$ cat config.mk
export PLATFORM = sky130hd
export DESIGN_NAME = lap_timer_core_flat
export DESIGN_NICKNAME = d
export VERILOG_FILES = /design/src/rtl/lap_timer_core_if.sv /design/src/rtl/lap_timer_core.sv /design/src/flat_wrapper.sv
export SDC_FILE = /design/constraint.sdc
export NUM_CORES = 1
export LEC_CHECK = 0
export CORE_MARGIN = 5
export CORE_UTILIZATION = 50
export DETAILED_ROUTE_END_ITERATION = 7
export GPL_TIMING_DRIVEN = 0
export PLACE_DENSITY = 0.73
export SLEW_MARGIN = 20
export SYNTH_ARGS = -nofsm -noshare
export SYNTH_HDL_FRONTEND = slang
export SYNTH_SLANG_ARGS = --single-unit
$ cat constraint.sdc
create_clock -name clk -period 4.6 [get_ports clk]
set_input_delay 0.92 -clock clk [delete_from_list [all_inputs] [get_ports clk]]
set_output_delay 0.92 -clock clk [all_outputs]
set_load 0.01 [all_outputs]
$ cat src/rtl/lap_timer_core_if.sv
// Command and status bundle for the lap timer core.
// master drives the command pulses and reads the timer outputs;
// slave is the timer core itself.
interface lap_timer_core_if;
   logic        start_stop;
   logic        lap;
   logic        clear;
   logic [19:0] cur_time;
   logic [19:0] last_lap;
   logic [19:0] best_lap;
   logic        best_valid;
   logic [7:0]  lap_cnt;
   logic        lap_valid;
   logic        new_best;
   logic        running;
   logic        ovf;

   modport master (
      output start_stop, lap, clear,
      input  cur_time, last_lap, best_lap, best_valid, lap_cnt,
             lap_valid, new_best, running, ovf
   );

   modport slave (
      input  start_stop, lap, clear,
      output cur_time, last_lap, best_lap, best_valid, lap_cnt,
             lap_valid, new_best, running, ovf
   );
endinterface

$ cat src/rtl/lap_timer_core.sv
// Lap timer: a prescaled elapsed-time counter with lap capture, best-lap
// tracking and a saturating lap count, controlled by one-cycle command pulses.
module lap_timer_core #(
   parameter int unsigned CLK_DIV  = 500000,
   parameter int unsigned MAX_TIME = 999999
) (
   input  logic             clk,
   input  logic             rst_n,
   lap_timer_core_if.slave  bus
);

   localparam logic [23:0] PRESC_LAST = 24'(CLK_DIV - 1);
   localparam logic [19:0] TIME_LAST  = 20'(MAX_TIME);

   typedef enum logic [1:0] {
      IDLE  = 2'd0,
      RUN   = 2'd1,
      PAUSE = 2'd2
   } state_t;

   state_t      state_q, state_d;
   logic [23:0] presc_q, presc_d;
   logic [19:0] cur_time_q, cur_time_d;
   logic [19:0] lap_start_q, lap_start_d;
   logic [19:0] last_lap_q, last_lap_d;
   logic [19:0] best_lap_q, best_lap_d;
   logic        best_valid_q, best_valid_d;
   logic [7:0]  lap_cnt_q, lap_cnt_d;
   logic        lap_valid_q, lap_valid_d;
   logic        new_best_q, new_best_d;
   logic        ovf_q, ovf_d;

   logic        tick;
   logic        go_idle;
   logic [19:0] lap_len;

   // Lap length uses the registered (pre-tick) time; saturation keeps it non-negative.
   assign lap_len = cur_time_q - lap_start_q;

   // Next-state and datapath: command decoding, prescaler, time counter and lap bookkeeping.
   always_comb begin
      state_d      = state_q;
      presc_d      = presc_q;
      cur_time_d   = cur_time_q;
      lap_start_d  = lap_start_q;
      last_lap_d   = last_lap_q;
      best_lap_d   = best_lap_q;
      best_valid_d = best_valid_q;
      lap_cnt_d    = lap_cnt_q;
      lap_valid_d  = 1'b0;
      new_best_d   = 1'b0;
      ovf_d        = ovf_q;
      tick         = 1'b0;
      go_idle      = 1'b0;

      case (state_q)
         IDLE: begin
            if (bus.clear) begin
               go_idle = 1'b1;
            end else if (bus.start_stop) begin
               state_d = RUN;
            end
         end
         RUN: begin
            if (presc_q == PRESC_LAST) begin
               presc_d = '0;
               tick    = 1'b1;
            end else begin
               presc_d = presc_q + 24'd1;
            end
            if (tick) begin
               if (cur_time_q == TIME_LAST) begin
                  ovf_d = 1'b1;
               end else begin
                  cur_time_d = cur_time_q + 20'd1;
               end
            end
            if (bus.lap) begin
               last_lap_d  = lap_len;
               lap_start_d = cur_time_q;
               lap_valid_d = 1'b1;
               if (lap_cnt_q != 8'hFF) begin
                  lap_cnt_d = lap_cnt_q + 8'd1;
               end
               if (!best_valid_q || (lap_len <= best_lap_q)) begin
                  best_lap_d   = lap_len;
                  best_valid_d = 1'b1;
                  new_best_d   = 1'b1;
               end
            end
            if (bus.start_stop) begin
               state_d = PAUSE;
            end
         end
         PAUSE: begin
            if (bus.clear) begin
               state_d = IDLE;
               go_idle = 1'b1;
            end else if (bus.start_stop) begin
               state_d = RUN;
            end
         end
         default: begin
            state_d = IDLE;
            go_idle = 1'b1;
         end
      endcase

      if (go_idle) begin
         presc_d      = '0;
         cur_time_d   = '0;
         lap_start_d  = '0;
         last_lap_d   = '0;
         best_lap_d   = '0;
         best_valid_d = 1'b0;
         lap_cnt_d    = '0;
         ovf_d        = 1'b0;
      end
   end

   // State and output registers with synchronous active-low reset.
   always_ff @(posedge clk) begin
      if (!rst_n) begin
         state_q      <= IDLE;
         presc_q      <= '0;
         cur_time_q   <= '0;
         lap_start_q  <= '0;
         last_lap_q   <= '0;
         best_lap_q   <= '0;
         best_valid_q <= 1'b0;
         lap_cnt_q    <= '0;
         lap_valid_q  <= 1'b0;
         new_best_q   <= 1'b0;
         ovf_q        <= 1'b0;
      end else begin
         state_q      <= state_d;
         presc_q      <= presc_d;
         cur_time_q   <= cur_time_d;
         lap_start_q  <= lap_start_d;
         last_lap_q   <= last_lap_d;
         best_lap_q   <= best_lap_d;
         best_valid_q <= best_valid_d;
         lap_cnt_q    <= lap_cnt_d;
         lap_valid_q  <= lap_valid_d;
         new_best_q   <= new_best_d;
         ovf_q        <= ovf_d;
      end
   end

   assign bus.cur_time   = cur_time_q;
   assign bus.last_lap   = last_lap_q;
   assign bus.best_lap   = best_lap_q;
   assign bus.best_valid = best_valid_q;
   assign bus.lap_cnt    = lap_cnt_q;
   assign bus.lap_valid  = lap_valid_q;
   assign bus.new_best   = new_best_q;
   assign bus.running    = (state_q == RUN);
   assign bus.ovf        = ovf_q;

endmodule

$ cat src/flat_wrapper.sv
// flat-port wrapper written by rule: the top's interface ports become plain ports
module lap_timer_core_flat 
#(
   parameter int unsigned CLK_DIV  = 500000,
   parameter int unsigned MAX_TIME = 999999
)
  (clk, rst_n, bus_start_stop, bus_lap, bus_clear, bus_cur_time, bus_last_lap, bus_best_lap, bus_best_valid, bus_lap_cnt, bus_lap_valid, bus_new_best, bus_running, bus_ovf);
  lap_timer_core_if bus_i ();
  input  logic clk;
  input  logic rst_n;
  input wire logic [$bits(bus_i.start_stop)-1:0] bus_start_stop;
  input wire logic [$bits(bus_i.lap)-1:0] bus_lap;
  input wire logic [$bits(bus_i.clear)-1:0] bus_clear;
  output wire logic [$bits(bus_i.cur_time)-1:0] bus_cur_time;
  output wire logic [$bits(bus_i.last_lap)-1:0] bus_last_lap;
  output wire logic [$bits(bus_i.best_lap)-1:0] bus_best_lap;
  output wire logic [$bits(bus_i.best_valid)-1:0] bus_best_valid;
  output wire logic [$bits(bus_i.lap_cnt)-1:0] bus_lap_cnt;
  output wire logic [$bits(bus_i.lap_valid)-1:0] bus_lap_valid;
  output wire logic [$bits(bus_i.new_best)-1:0] bus_new_best;
  output wire logic [$bits(bus_i.running)-1:0] bus_running;
  output wire logic [$bits(bus_i.ovf)-1:0] bus_ovf;
  assign bus_i.start_stop = bus_start_stop;
  assign bus_i.lap = bus_lap;
  assign bus_i.clear = bus_clear;
  assign bus_cur_time = bus_i.cur_time;
  assign bus_last_lap = bus_i.last_lap;
  assign bus_best_lap = bus_i.best_lap;
  assign bus_best_valid = bus_i.best_valid;
  assign bus_lap_cnt = bus_i.lap_cnt;
  assign bus_lap_valid = bus_i.lap_valid;
  assign bus_new_best = bus_i.new_best;
  assign bus_running = bus_i.running;
  assign bus_ovf = bus_i.ovf;
  lap_timer_core #(.CLK_DIV(CLK_DIV), .MAX_TIME(MAX_TIME)) u_core (.clk(clk), .rst_n(rst_n), .bus(bus_i));
endmodule
[After elaboration in Yosys (flattened, before gate mapping)]
Index checks and enable logic that the tools add are counted.
Storage, ports and cells
  memory bits (writable): 0
  register bits: 118
  input port bits: 5
  output and inout port bits: 73
  memory bits (read-only): 0
  memories kept: 0
  latch bits: 0
  logic and storage cells: 50
Cells by class
  $mul: 0
  $lt $le $gt $ge: 1
  multiplexer cells: 12
  eq/ne operators: 7
  div/mod/pow operators: 0
  bitwise operators: 2
  add/subtract/negate cells: 4
  shift-type cells: 0
  reduce and logical (&&, ||, !) cells: 13
Operators by type and width (count)
  adder 24 x 1 -> 24 bit, second input constant: 1
  == test 24 x 19 -> 1 bit, second input constant: 1
  two-way mux 24 bit: 1
  adder 20 x 1 -> 20 bit, second input constant: 1
  == test 20 bit, second input constant: 1
  <= comparator 20 bit: 1
  subtractor 20 bit: 1
  AND reduction 3 bit: 5
  adder 8 x 1 -> 8 bit, second input constant: 1
  two-way mux 2 bit: 4
  != test 8 bit, second input constant: 1
  one-hot mux 2 bit (3 select lines): 1
  AND reduction 2 bit: 3
  two-way mux 1 bit: 5
  != test 2 bit, second input constant: 2
  OR reduction 2 bit: 2
  == test 2 x 1 -> 1 bit, second input constant: 1
  == test 2 bit, second input constant: 1
  logical NOT 2 bit: 1
  NOT 1 bit: 2
  one-hot mux 1 bit (2 select lines): 1
  logical NOT 1 bit: 1
  logical OR 1 bit: 1

[Longest topological paths before layout]
Gate-level depths: netlist of run 1.
  word-level depth: 4
  mapped depth: 19
  mapped depth without buffers: 17

[Worst setup path after synthesis of run 1]
OpenSTA, ideal clock, no wires.
  path kind: reg2reg
  start: register u_core.cur_time_q[4], in the netlist u_core.bus.cur_time[4]
  end: register u_core.best_lap_q[10], in the netlist u_core.bus.best_lap[10]
  arrival time: 3.748 ns
  library setup time: 0.128 ns
  clock period less this slack: 3.876 ns
  cell stages (with the launch flop): 17
  buffers on the path: 2
  setup slack: 0.724 ns
  required time: 4.472 ns
  cell sequence: dfxtp_1 > ha_1 > a21o_1 > a211o_1 > o2111a_1 > o31a_1 > mux2i_4 > ha_1 > nand4_1 > nor4_1 > nand2_1 > a21oi_1 > a41o_1 > buf_2 > buf_2 > mux2i_1 > nor2_1
Between the ends
  word-level cells in the longest chain between the ends: 4
RTL lines
  start, declared: line lap_timer_core.sv:23  | logic [19:0] cur_time_q, cur_time_d;
  start signal, assigned: line lap_timer_core.sv:138  | cur_time_q <= cur_time_d;
  subtractor 20 bit: line lap_timer_core.sv:38  | assign lap_len = cur_time_q - lap_start_q;
  named net u_core.lap_len[17]: line lap_timer_core.sv:35  | logic [19:0] lap_len;
  <= comparator 20 bit: line lap_timer_core.sv:85  | if (!best_valid_q || (lap_len <= best_lap_q)) begin
  logical OR 1 bit: line lap_timer_core.sv:85
  AND reduction 3 bit (no line)
  end signal, assigned: line lap_timer_core.sv:141  | best_lap_q <= best_lap_d;
  end, declared: line lap_timer_core.sv:26  | logic [19:0] best_lap_q, best_lap_d;
The timed path passes the listed nets, and every way through them passes these cells.
A chain may end at the register's enable or synchronous reset.

[Worst setup path in the final report of run 1]
  start: register u_core.cur_time_q[0], in the netlist u_core.bus.cur_time[0]
  end: register u_core.best_lap_q[9], in the netlist u_core.bus.best_lap[9]
Same word-level chain as after synthesis.

==> flow_summary.json, run 1 <==
{
  "port_buffers": 77,
  "crit_chain": "inv_1 > ha_1 > inv_1 > fa_1 > a21o_1 > a221oi_4 > nor2_1 > o41ai_2 > xnor2_2 > ha_1 > nand4_1 > nor4_2 > nand2_1 > a21oi_1 > a41o_1 > buf_2 > buf_6 > mux2i_1 > nor2_1",
  "min_delay_path_depth": 2,
  "yosys_warnings": 0,
  "vias": 5616,
  "synth-simple-area-share": 0.231,
  "antenna_left": 0,
  "whs_ns": 0.453,
  "io_pins": 78,
  "start_util": 0.514,
  "fillCellCount": 1049,
  "synthTopCellsByCount": "dfxtp_1 (118), nand2_1 (100), nor2_1 (94)",
  "synth_edf_count": 0,
  "grt_max_degree": 17,
  "clock_latency_ns": 0.41,
  "pwr-share-seq": 0.411,
  "cts-root-buf": "clkbuf_16",
  "dr_wl_met2_um": 7770,
  "first_iter_violations": 420,
  "drv_cap": 0,
  "reg2regPathDepth": 19,
  "n_antenna_cell": 0,
  "worst_slack_ns": 0.332,
  "cts_tree": "yes",
  "ctsLongestPathBuffers": 2,
  "drv_slew": 0,
  "synth.most_common_cell": "dfxtp_1",
  "stdcell_count": 1036,
  "synth_mux_area_frac": 0.0422,
  "place_congestion": 0.885,
  "tightest_slew_ns": 0.768,
  "place_ws_ns": -0.0673,
  "wl_um": 16500,
  "ctsHtreeMaxLevel": 4,
  "fp.dieW_um": 122,
  "die_h_um": 122,
  "synth_top_family_by_area": "simple AND/OR/NAND/NOR gates",
  "route.top_layer_used": "met4",
  "crit_slowest_cell": "o41ai_2",
  "min_period_ns": 4.27,
  "numCtsBuffers": 17,
  "synth_top_cell_by_area": "dfxtp_1",
  "power.internal_uw": 1970,
  "cp_max_fo": 10,
  "grt_pass1_wl_um": 27000,
  "r2r_setup_slack_ns": 0.33,
  "syn_nets": 805,
  "reg2reg_from": "u_core.bus.cur_time[0]",
  "grt_pass1_vias": 5439,
  "path_class": "flip-flop to flip-flop",
  "syn_inst": 757,
  "hold_class": "flip-flop to flip-flop",
  "drive_above_1_share": 0.0634,
  "placed_cells": 1002,
  "synth_xor_area_frac": 0.0815,
  "finalCritPeriodShare": 0.928,
  "grt_usage": 0.228,
  "synth_area_leaders": "dfxtp_1 (38%), ha_1 (8.4%), nand2_1 (6.0%)",
  "syn_area_per_cell_um2": 8.23,
  "pwr-share-comb": 0.031,
  "ys_ff_latch": 118,
  "grt_remaining_overflow": 0,
  "status": "completed",
  "hold_end": "u_core.bus.last_lap[12]",
  "seq_area_frac_synth": 0.379,
  "antenna_found_initial": 0,
  "synth-compound-area-share": 0.129,
  "crit_path_end_kind": "flip-flop",
  "p_total_uw": 2500,
  "fmax_ghz": 0.234,
  "hold_start": "u_core.bus.last_lap[12]",
  "cp_data_arrival_time_ns": 4.55,
  "hold_violations": 0,
  "switching_share": 0.214,
  "ys_async_sr_fraction": 0,
  "rsz0062_at_grt": "no",
  "dr_wl_met3_um": 635,
  "avgViaCountPerCell": 5.42,
  "row_count": 40,
  "p_leak_uw": 0.00289,
  "pwr-share-clk": 0.558,
  "critPathMaxStageDelay_ns": 0.43,
  "switchingPower_uw": 534,
  "synth_top_area_frac": 0.379,
  "powerDensity_nw_per_um2": 317,
  "drc_errors": 0,
  "dieArea_um2": 14800,
  "drt-met1-wl_um": 7770,
  "start_kind": "flip-flop",
  "synthAdderAreaFrac": 0.0876,
  "drt_first_pass_iters": 7,
  "area_growth_pct": 26.8,
  "finalSetupViolations": 0,
  "slew_headroom": 0.480,
  "syn_area_um2": 6230,
  "clk_pin_slew_ns": 0.06,
  "finalClockSkew_ns": 0.00786,
  "place_hpwl_um": 12500,
  "clock_sinks": 118,
  "cp.required_ns": 4.88,
  "reg2reg_to": "u_core.bus.best_lap[9]",
  "vdd_ir_drop_max_mv": 0.205,
  "ys.flop_type": "dfxtp_1",
  "nets": 903,
  "core_area_um2": 12100,
  "yosysUniqueCellTypes": 58,
  "avgRoutedWirePerCell_um": 15.9
}
-- through the flow --
step,area [um2],util,setup TNS (ns)
3_3_place_gp,7210,0.595,0
5_1_grt,7900,0.652,0
3_5_place_dp,7210,0.595,-0.527
2_1_floorplan,6230,-,0
6_report,7900,0.652,0
4_1_cts,7850,0.648,0
-- area by class of cell --
| class | instances | area, um2 | area share |
|---|---|---|---|
| multi-input cells | 560 | 3590 | 0.455 |
| flip-flops and latches | 118 | 2360 | 0.299 |
| repair buffers | 79 | 786 | 0.0995 |
| clock buffers | 20 | 447 | 0.0566 |
| well taps | 168 | 210 | 0.0266 |
| clock inverters | 12 | 178 | 0.0225 |
| inverters | 45 | 169 | 0.0214 |
| plain buffers | 34 | 154 | 0.0195 |
-- how the worst max path moves through the flow --
| stage | from | end | slack [ns] |
|---|---|---|---|
| floorplan | u_core.bus.cur_time[4] | u_core.bus.best_lap[10] | 0.72 |
| global placement | u_core.bus.cur_time[12] | u_core.bus.best_lap[2] | 0.01 |
| detailed placement | u_core.bus.cur_time[0] | u_core.bus.best_lap[11] | -0.07 |
| CTS | u_core.bus.cur_time[0] | u_core.bus.best_lap[14] | 0.05 |
| global route | u_core.bus.cur_time[0] | u_core.bus.best_lap[9] | 0.05 |
| finish | u_core.bus.cur_time[0] | u_core.bus.best_lap[9] | 0.33 |
-- repair_timing --
action | in CTS | in global routing
setup buffers | 0 | 2
setup endpoints to repair | 17 | 19
gates cloned | 0 | 0
hold buffers | 0 | 0
gates resized for setup | 3 | 7
pin swaps | 0 | 4
-- flip-flops by register name (all words and copies together), names as in the netlist, 2 cells and up --
name,cells
u_core.presc_q,24
u_core.bus.best_lap,20
u_core.bus.cur_time,20
u_core.bus.last_lap,20
u_core.lap_start_q,20
u_core.bus.lap_cnt,8
u_core.state_q,2
-- routing by layer --
layer	GRT usage	vias to the layer above
li1	-	2792
met2	0.375	159
met3	0.0399	24
met4	0.0784	0
met1	0.304	2641
met5	0	-
-- cell usage in the layout, fill, tap and decap left out, drive strengths merged, types with 3 or more instances in the layout --
cell type | synthesis | layout
xnor2 | 20 | 20
nor2 | 95 | 95
nor2b | 10 | 10
nor4 | 4 | 4
nand2 | 100 | 100
o211ai | 3 | 3
or3 | 9 | 9
and2 | 7 | 7
and4 | 7 | 7
ha | 42 | 42
clkinv | 0 | 4
nor3 | 9 | 9
inv | 45 | 45
o21ai | 19 | 19
buf | 8 | 10
dfxtp | 118 | 118
a21oi | 70 | 70
o21a | 3 | 3
nand3 | 17 | 17
bufinv | 0 | 4
xor2 | 38 | 38
clkdlybuf4s50 | 0 | 77
clkbuf | 26 | 46
a21o | 8 | 8
clkinvlp | 0 | 4
mux2i | 25 | 25
and3 | 17 | 17
a211oi | 4 | 4
nand2b | 4 | 4
nand4 | 20 | 20
-- power groups by stage --
| stage | clock network, uW | registers, uW | logic (uW) |
|---|---|---|---|
| after CTS | 1410 | 1030 | 76.3 |
| after global routing | 1460 | 1030 | 83.8 |
| after global placement | 0 | 1050 | 73.9 |
| after floorplan | 0 | 1050 | 44.9 |
| after detailed placement | 0 | 1050 | 75.7 |
| final | 1400 | 1030 | 77.2 |
-- worst max-delay path: cells and delay by family (launching register included) --
family                     cells  cell delay, ns
AOI/OAI and AO/OA              5            1.27
adders and majority gates      3            0.86
and+or+nand+nor                5            0.72
buffers and inverters          4            0.50
DFF                            1            0.38
muxes                          1            0.22
xor gates and xnor gates       1            0.16
-- kinds of logic after synthesis --
family | after synthesis
xor+xnor | 58
fa+ha+maj | 43
buf+inv | 79
flops | 118
compound gates | 130
mux | 25
simple gates | 304
No activity file was read; power rests on OpenSTA's default activity.
==> run 2, diff against run 1 <==
--- a/config.mk
+++ b/config.mk
@@ -6,11 +6,9 @@
 export NUM_CORES = 1
 export LEC_CHECK = 0
 export CORE_MARGIN = 5
-export CORE_UTILIZATION = 50
+export CORE_UTILIZATION = 35
 export DETAILED_ROUTE_END_ITERATION = 7
 export GPL_TIMING_DRIVEN = 0
-export PLACE_DENSITY = 0.73
-export SLEW_MARGIN = 20
 export SYNTH_ARGS = -nofsm -noshare
 export SYNTH_HDL_FRONTEND = slang
 export SYNTH_SLANG_ARGS = --single-unit
==> run 2 against run 1 <==
Sequential share of layout area is essentially flat; fmax shrank 0.82%; critical path type unchanged; largest power group unchanged; non-clock buffer count shrank 2.
==> flow_summary.json, run 2 (synthesized netlist as in run 1, its figures left out) <==
{
  "status": "completed",
  "antenna_left": 0,
  "p_leak_uw": 0.00285,
  "vdd_ir_drop_max_mv": 0.247,
  "fmax_ghz": 0.232,
  "wl_um": 16200,
  "place_hpwl_um": 12200,
  "drc_errors": 0,
  "grt_max_degree": 17,
  "final_common_cell": "dfxtp_1",
  "grt_remaining_overflow": 0,
  "p_total_uw": 2370,
  "drv_slew": 0,
  "area_growth_pct": 26.7,
  "grt_pass1_wl_um": 26300,
  "start_util": 0.359,
  "ctsLongestPathBuffers": 2,
  "whs_ns": 0.452,
  "nets": 901,
  "row_count": 48,
  "layout_common_cells": "dfxtp_1 (118), nand2_1 (100), nor2_1 (94), clkdlybuf4s50_1 (77), a21oi_1 (70)",
  "hold_violations": 0,
  "start_kind": "flip-flop",
  "antenna_found_initial": 0,
  "grt_usage": 0.162,
  "clk_pin_slew_ns": 0.06,
  "slew_headroom": 0.478,
  "drive_above_1_share": 0.0635,
  "tightest_slew_ns": 0.783,
  "place_ws_ns": 0.0553,
  "fp.dieW_um": 143,
  "crit_family": "compound AO/OA/AOI/OAI gates",
  "grt_pass1_vias": 5076,
  "finalClockSkew_ns": 0.0107,
  "cts-root-buf": "clkbuf_16",
  "drt_first_pass_iters": 4,
  "die_h_um": 143,
  "worst_slack_ns": 0.297,
  "place_congestion": 0.870,
  "n_antenna_cell": 0,
  "vias": 5386,
  "io_pins": 78,
  "avgViaCountPerCell": 4.94,
  "fillCellCount": 1712,
  "crit_chain": "inv_1 > ha_1 > inv_1 > fa_1 > a21o_1 > a221oi_4 > or3_4 > o311a_1 > o311ai_1 > ha_1 > nand4_1 > nor4_2 > nand2_1 > a21oi_1 > a41o_1 > buf_2 > clkbuf_4 > mux2i_1 > nor2_1",
  "regMostFlops": "u_core.presc_q",
  "clock_sinks": 118,
  "crit_buf_inv": 4,
  "path_class": "flip-flop to flip-flop",
  "dieArea_um2": 20600,
  "critPathMaxStageDelay_ns": 0.39,
  "stdcell_count": 1091,
  "numCtsBuffers": 17,
  "finalCritPeriodShare": 0.935,
  "crit_path_end_kind": "flip-flop",
  "largest_reg_flops": 24,
  "cp_data_arrival_time_ns": 4.59,
  "avgRoutedWirePerCell_um": 14.8,
  "first_iter_violations": 257,
  "hold_class": "flip-flop to flip-flop",
  "core_area_um2": 17400,
  "finalSetupViolations": 0,
  "ctsHtreeMaxLevel": 4,
  "clock_latency_ns": 0.42,
  "placed_cells": 1059,
  "port_buffers": 77,
  "cp_max_fo": 10,
  "min_period_ns": 4.30,
  "powerDensity_nw_per_um2": 301,
  "cp.required_ns": 4.88,
  "hold_buffers": 0,
  "crit_slowest_cell": "fa_1",
  "drv_cap": 0,
  "cts_tree": "yes"
}
## run 2: changes by cell type in the layout (fill, tap and decap cells not counted), moves of 2 or more
cell / delta
clkbuf_1: -2
bufinv_16: -3
inv_6: +5
buf_6: -2
clkbuf_4: +2
buf_4: -2
## run 2: layout make-up
type,count,area [um2],share of cell area
clock inverter,15,145,0.0184
clock buffer,17,425,0.0539
buffer,34,146,0.0186
multi-input combinational,560,3590,0.455
inverter,45,169,0.0214
sequential,118,2360,0.299
tap,225,282,0.0357
timing repair buffer,77,771,0.0977
## run 2: stage by stage
stage | TNS [ns] | util | area, um2
2_1_floorplan | 0 | - | 6230
3_3_place_gp | 0 | 0.420 | 7280
3_5_place_dp | 0 | 0.420 | 7280
4_1_cts | 0 | 0.452 | 7850
5_1_grt | -0.0186 | 0.455 | 7890
6_report | 0 | 0.455 | 7890
## run 2: timing repair
item | in CTS | in global routing
gates resized for setup | 0 | 7
endpoints found under the setup margin | 0 | 19
buffers inserted | 0 | 0
## run 2: report_power, final
part	internal, uW	switching [uW]
clock network	753	518
logic	21.6	55.3
registers	1020	2.06
total	1800	575
## run 2: worst register-to-register path, cell delays in order (launching register included)
cell      delay [ns]
dfxtp_1         0.38
inv_1           0.09
ha_1            0.15
inv_1           0.05
fa_1            0.39
a21o_1          0.23
a221oi_4        0.32
or3_4           0.22
o311a_1         0.17
o311ai_1        0.23
ha_1            0.38
nand4_1         0.16
nor4_2          0.38
nand2_1         0.08
a21oi_1         0.15
a41o_1          0.11
buf_2           0.14
clkbuf_4        0.27
mux2i_1         0.22
nor2_1          0.05
## run 2: path summary, 6_finish.rpt
path | startpoint | depth (start not counted) | endpoint | slack, ns
setup / recovery | u_core.bus.cur_time[0] | 19 | u_core.bus.best_lap[10] | 0.30
hold / removal | u_core.lap_start_q[10] | 2 | u_core.lap_start_q[10] | 0.45
setup reg to reg | u_core.bus.cur_time[0] | 19 | u_core.bus.best_lap[10] | 0.30
hold reg to reg | u_core.lap_start_q[10] | 2 | u_core.lap_start_q[10] | 0.45
## run 2: routing by layer
metal | GRT usage | share of wire | vias to the layer above
li1 | - | - | 2800
met1 | 0.216 | 0.49 | 2492
met2 | 0.266 | 0.46 | 87
met3 | 0.0376 | 0.043 | 7
met4 | 0.0421 | 0.0081 | 0
met5 | 0 | 0 | -
==> run 3, diff against run 2 <==
==> constraint.sdc (replaced) <==
create_clock -name clk -period 4.51 [get_ports clk]
set_input_delay 0.902 -clock clk [delete_from_list [all_inputs] [get_ports clk]]
set_output_delay 0.902 -clock clk [all_outputs]
set_load 0.01 [all_outputs]
==> run 3 against run 2 <==
Register-to-register slack better by 0.07 ns; cell area hardly changed; combinational power is 2% higher; critical path type unchanged.
==> flow_summary.json, run 3 (synthesized netlist as in run 1, its figures left out) <==
{
  "n_antenna_cell": 0,
  "crit_path_end_kind": "flip-flop",
  "avgViaCountPerCell": 4.96,
  "ctsLongestPathBuffers": 2,
  "reg2reg_from": "u_core.bus.cur_time[4]",
  "regMostFlops": "u_core.presc_q",
  "avgRoutedWirePerCell_um": 14.8,
  "largest_reg_flops": 24,
  "finalCritPeriodShare": 0.918,
  "fp.dieW_um": 143,
  "hold_violations": 0,
  "ctsHtreeMaxLevel": 4,
  "first_iter_violations": 253,
  "drc_errors": 0,
  "drt_first_pass_iters": 4,
  "reg2reg_to": "u_core.bus.best_lap[10]",
  "area_growth_pct": 26.8,
  "grt_max_degree": 17,
  "postCtsSetupRepairBufs": 0,
  "antenna_left": 0,
  "crit_slowest_cell": "dfxtp_1",
  "vdd_ir_drop_max_mv": 0.250,
  "fillCellCount": 1709,
  "place_congestion": 0.870,
  "finalClockSkew_ns": 0.0108,
  "min_period_ns": 4.14,
  "drv_slew": 0,
  "hold_class": "flip-flop to flip-flop",
  "grt_pass1_vias": 5076,
  "status": "completed",
  "clock_latency_ns": 0.42,
  "path_class": "flip-flop to flip-flop",
  "cts_tree": "yes",
  "powerDensity_nw_per_um2": 306,
  "crit_chain": "ha_1 > a21o_1 > a211o_1 > o2111a_1 > o31a_1 > xor2_1 > ha_1 > nand4_1 > nor4_2 > nand2_1 > a21oi_1 > a41o_1 > buf_2 > buf_4 > mux2i_1 > nor2_1",
  "clk_pin_slew_ns": 0.06,
  "cp_max_fo": 10,
  "tightest_slew_ns": 0.776,
  "hold_start": "u_core.lap_start_q[10]",
  "cp_data_arrival_time_ns": 4.42,
  "cp_common_cell": "ha_1",
  "start_kind": "flip-flop",
  "p_leak_uw": 0.00285,
  "p_total_uw": 2420,
  "wl_um": 16100,
  "row_count": 48,
  "fmax_ghz": 0.241,
  "layout_common_cells": "dfxtp_1 (118), nand2_1 (100), nor2_1 (94), clkdlybuf4s50_1 (77), a21oi_1 (70)",
  "seq_area_um2": 2360,
  "core_area_um2": 17400,
  "place_hpwl_um": 12200,
  "drv_cap": 0,
  "hold_buffers": 0,
  "nets": 901,
  "numCtsBuffers": 17,
  "grt_usage": 0.162,
  "clock_sinks": 118,
  "dieArea_um2": 20600,
  "io_pins": 78,
  "multi_input_area_um2": 3600,
  "final_common_cell": "dfxtp_1",
  "finalSetupViolations": 0,
  "grt_remaining_overflow": 0,
  "grt_pass1_wl_um": 26300,
  "crit_buf_inv": 2,
  "cp.required_ns": 4.79,
  "start_util": 0.359,
  "r2r_setup_slack_ns": 0.37,
  "crit_family": "compound AO/OA/AOI/OAI gates",
  "cts-root-buf": "clkbuf_16",
  "port_buffers": 77,
  "critPathMaxStageDelay_ns": 0.45,
  "timing.setup.tns_ns": 0,
  "hold_end": "u_core.lap_start_q[10]",
  "reg2regPathDepth": 16,
  "drive_above_1_share": 0.0647,
  "min_delay_path_depth": 2,
  "antenna_found_initial": 0,
  "slew_headroom": 0.483,
  "die_h_um": 143,
  "vias": 5406
}
run 3: cell count changes in the layout (fill, tap and decap cells not counted):
| cell | delta |
|---|---|
| buf_4 | +1 |
| clkbuf_4 | -1 |
| xnor2_2 | +1 |
| xnor2_1 | -1 |
run 3: per-layer routing:
metal / track usage / wire [um] / vias up
met5: 0 / 0 / -
met4: 0.0421 / 105 / 0
met3: 0.0376 / 767 / 6
met2: 0.266 / 7550 / 92
met1: 0.216 / 7710 / 2509
li1: - / - / 2799
run 3: final cells by class:
class | instances | share of cell area
multi-input combinational | 560 | 0.456
timing repair buffer | 77 | 0.0976
clock buffer | 17 | 0.0539
tap | 225 | 0.0356
buffer | 34 | 0.0185
sequential | 118 | 0.299
clock inverter | 15 | 0.0184
inverter | 45 | 0.0214
run 3: per-stage QoR:
| stage | instances | instance area, um2 | utilization | setup slack, ns | hold WS, ns |
|---|---|---|---|---|---|
| floorplan | 757 | 6230 | - | 0.634 | 0.436 |
| global placement | 1059 | 7280 | 0.420 | -0.00679 | 0.443 |
| detailed placement | 1059 | 7280 | 0.420 | -0.0347 | 0.447 |
| CTS | 1091 | 7860 | 0.453 | 0.00820 | 0.455 |
| global route | 1091 | 7900 | 0.455 | -0.00238 | 0.470 |
| finish | 1091 | 7900 | 0.455 | 0.368 | 0.453 |
run 3: how the worst max path moves through the flow:
stage / cells after the start / start / endpoint / slack, ns
after global routing: 19 / u_core.bus.cur_time[0] / u_core.bus.best_lap[18] / -0.002
final: 16 / u_core.bus.cur_time[4] / u_core.bus.best_lap[10] / 0.37
after detailed placement: 19 / u_core.bus.cur_time[0] / u_core.bus.best_lap[10] / -0.03
after floorplan: 16 / u_core.bus.cur_time[4] / u_core.bus.best_lap[10] / 0.63
after CTS: 19 / u_core.bus.cur_time[0] / u_core.bus.best_lap[10] / 0.008
after global placement: 19 / u_core.bus.cur_time[0] / u_core.bus.best_lap[2] / -0.007
run 3: tightest hold or removal path: cells and delay by family (launching register included):
family | cells | cell delay (ns)
simple gates | 1 | 0.05
flops | 1 | 0.30
compound gates | 1 | 0.05
run 3: repair_timing:
action                                  4_1_cts  5_1_grt
gates resized for setup                       1        8
pin swaps                                     0        1
endpoints found under the setup margin       17       19
run 3: where the power goes:
group | internal (uW) | leakage, uW | total, uW | switching [uW]
Clock | 768 | 0.000265 | 1290 | 525
Combinational | 22.0 | 0.00164 | 78.2 | 56.2
Sequential | 1050 | 0.000950 | 1050 | 2.12
Total | 1840 | 0.00285 | 2420 | 584
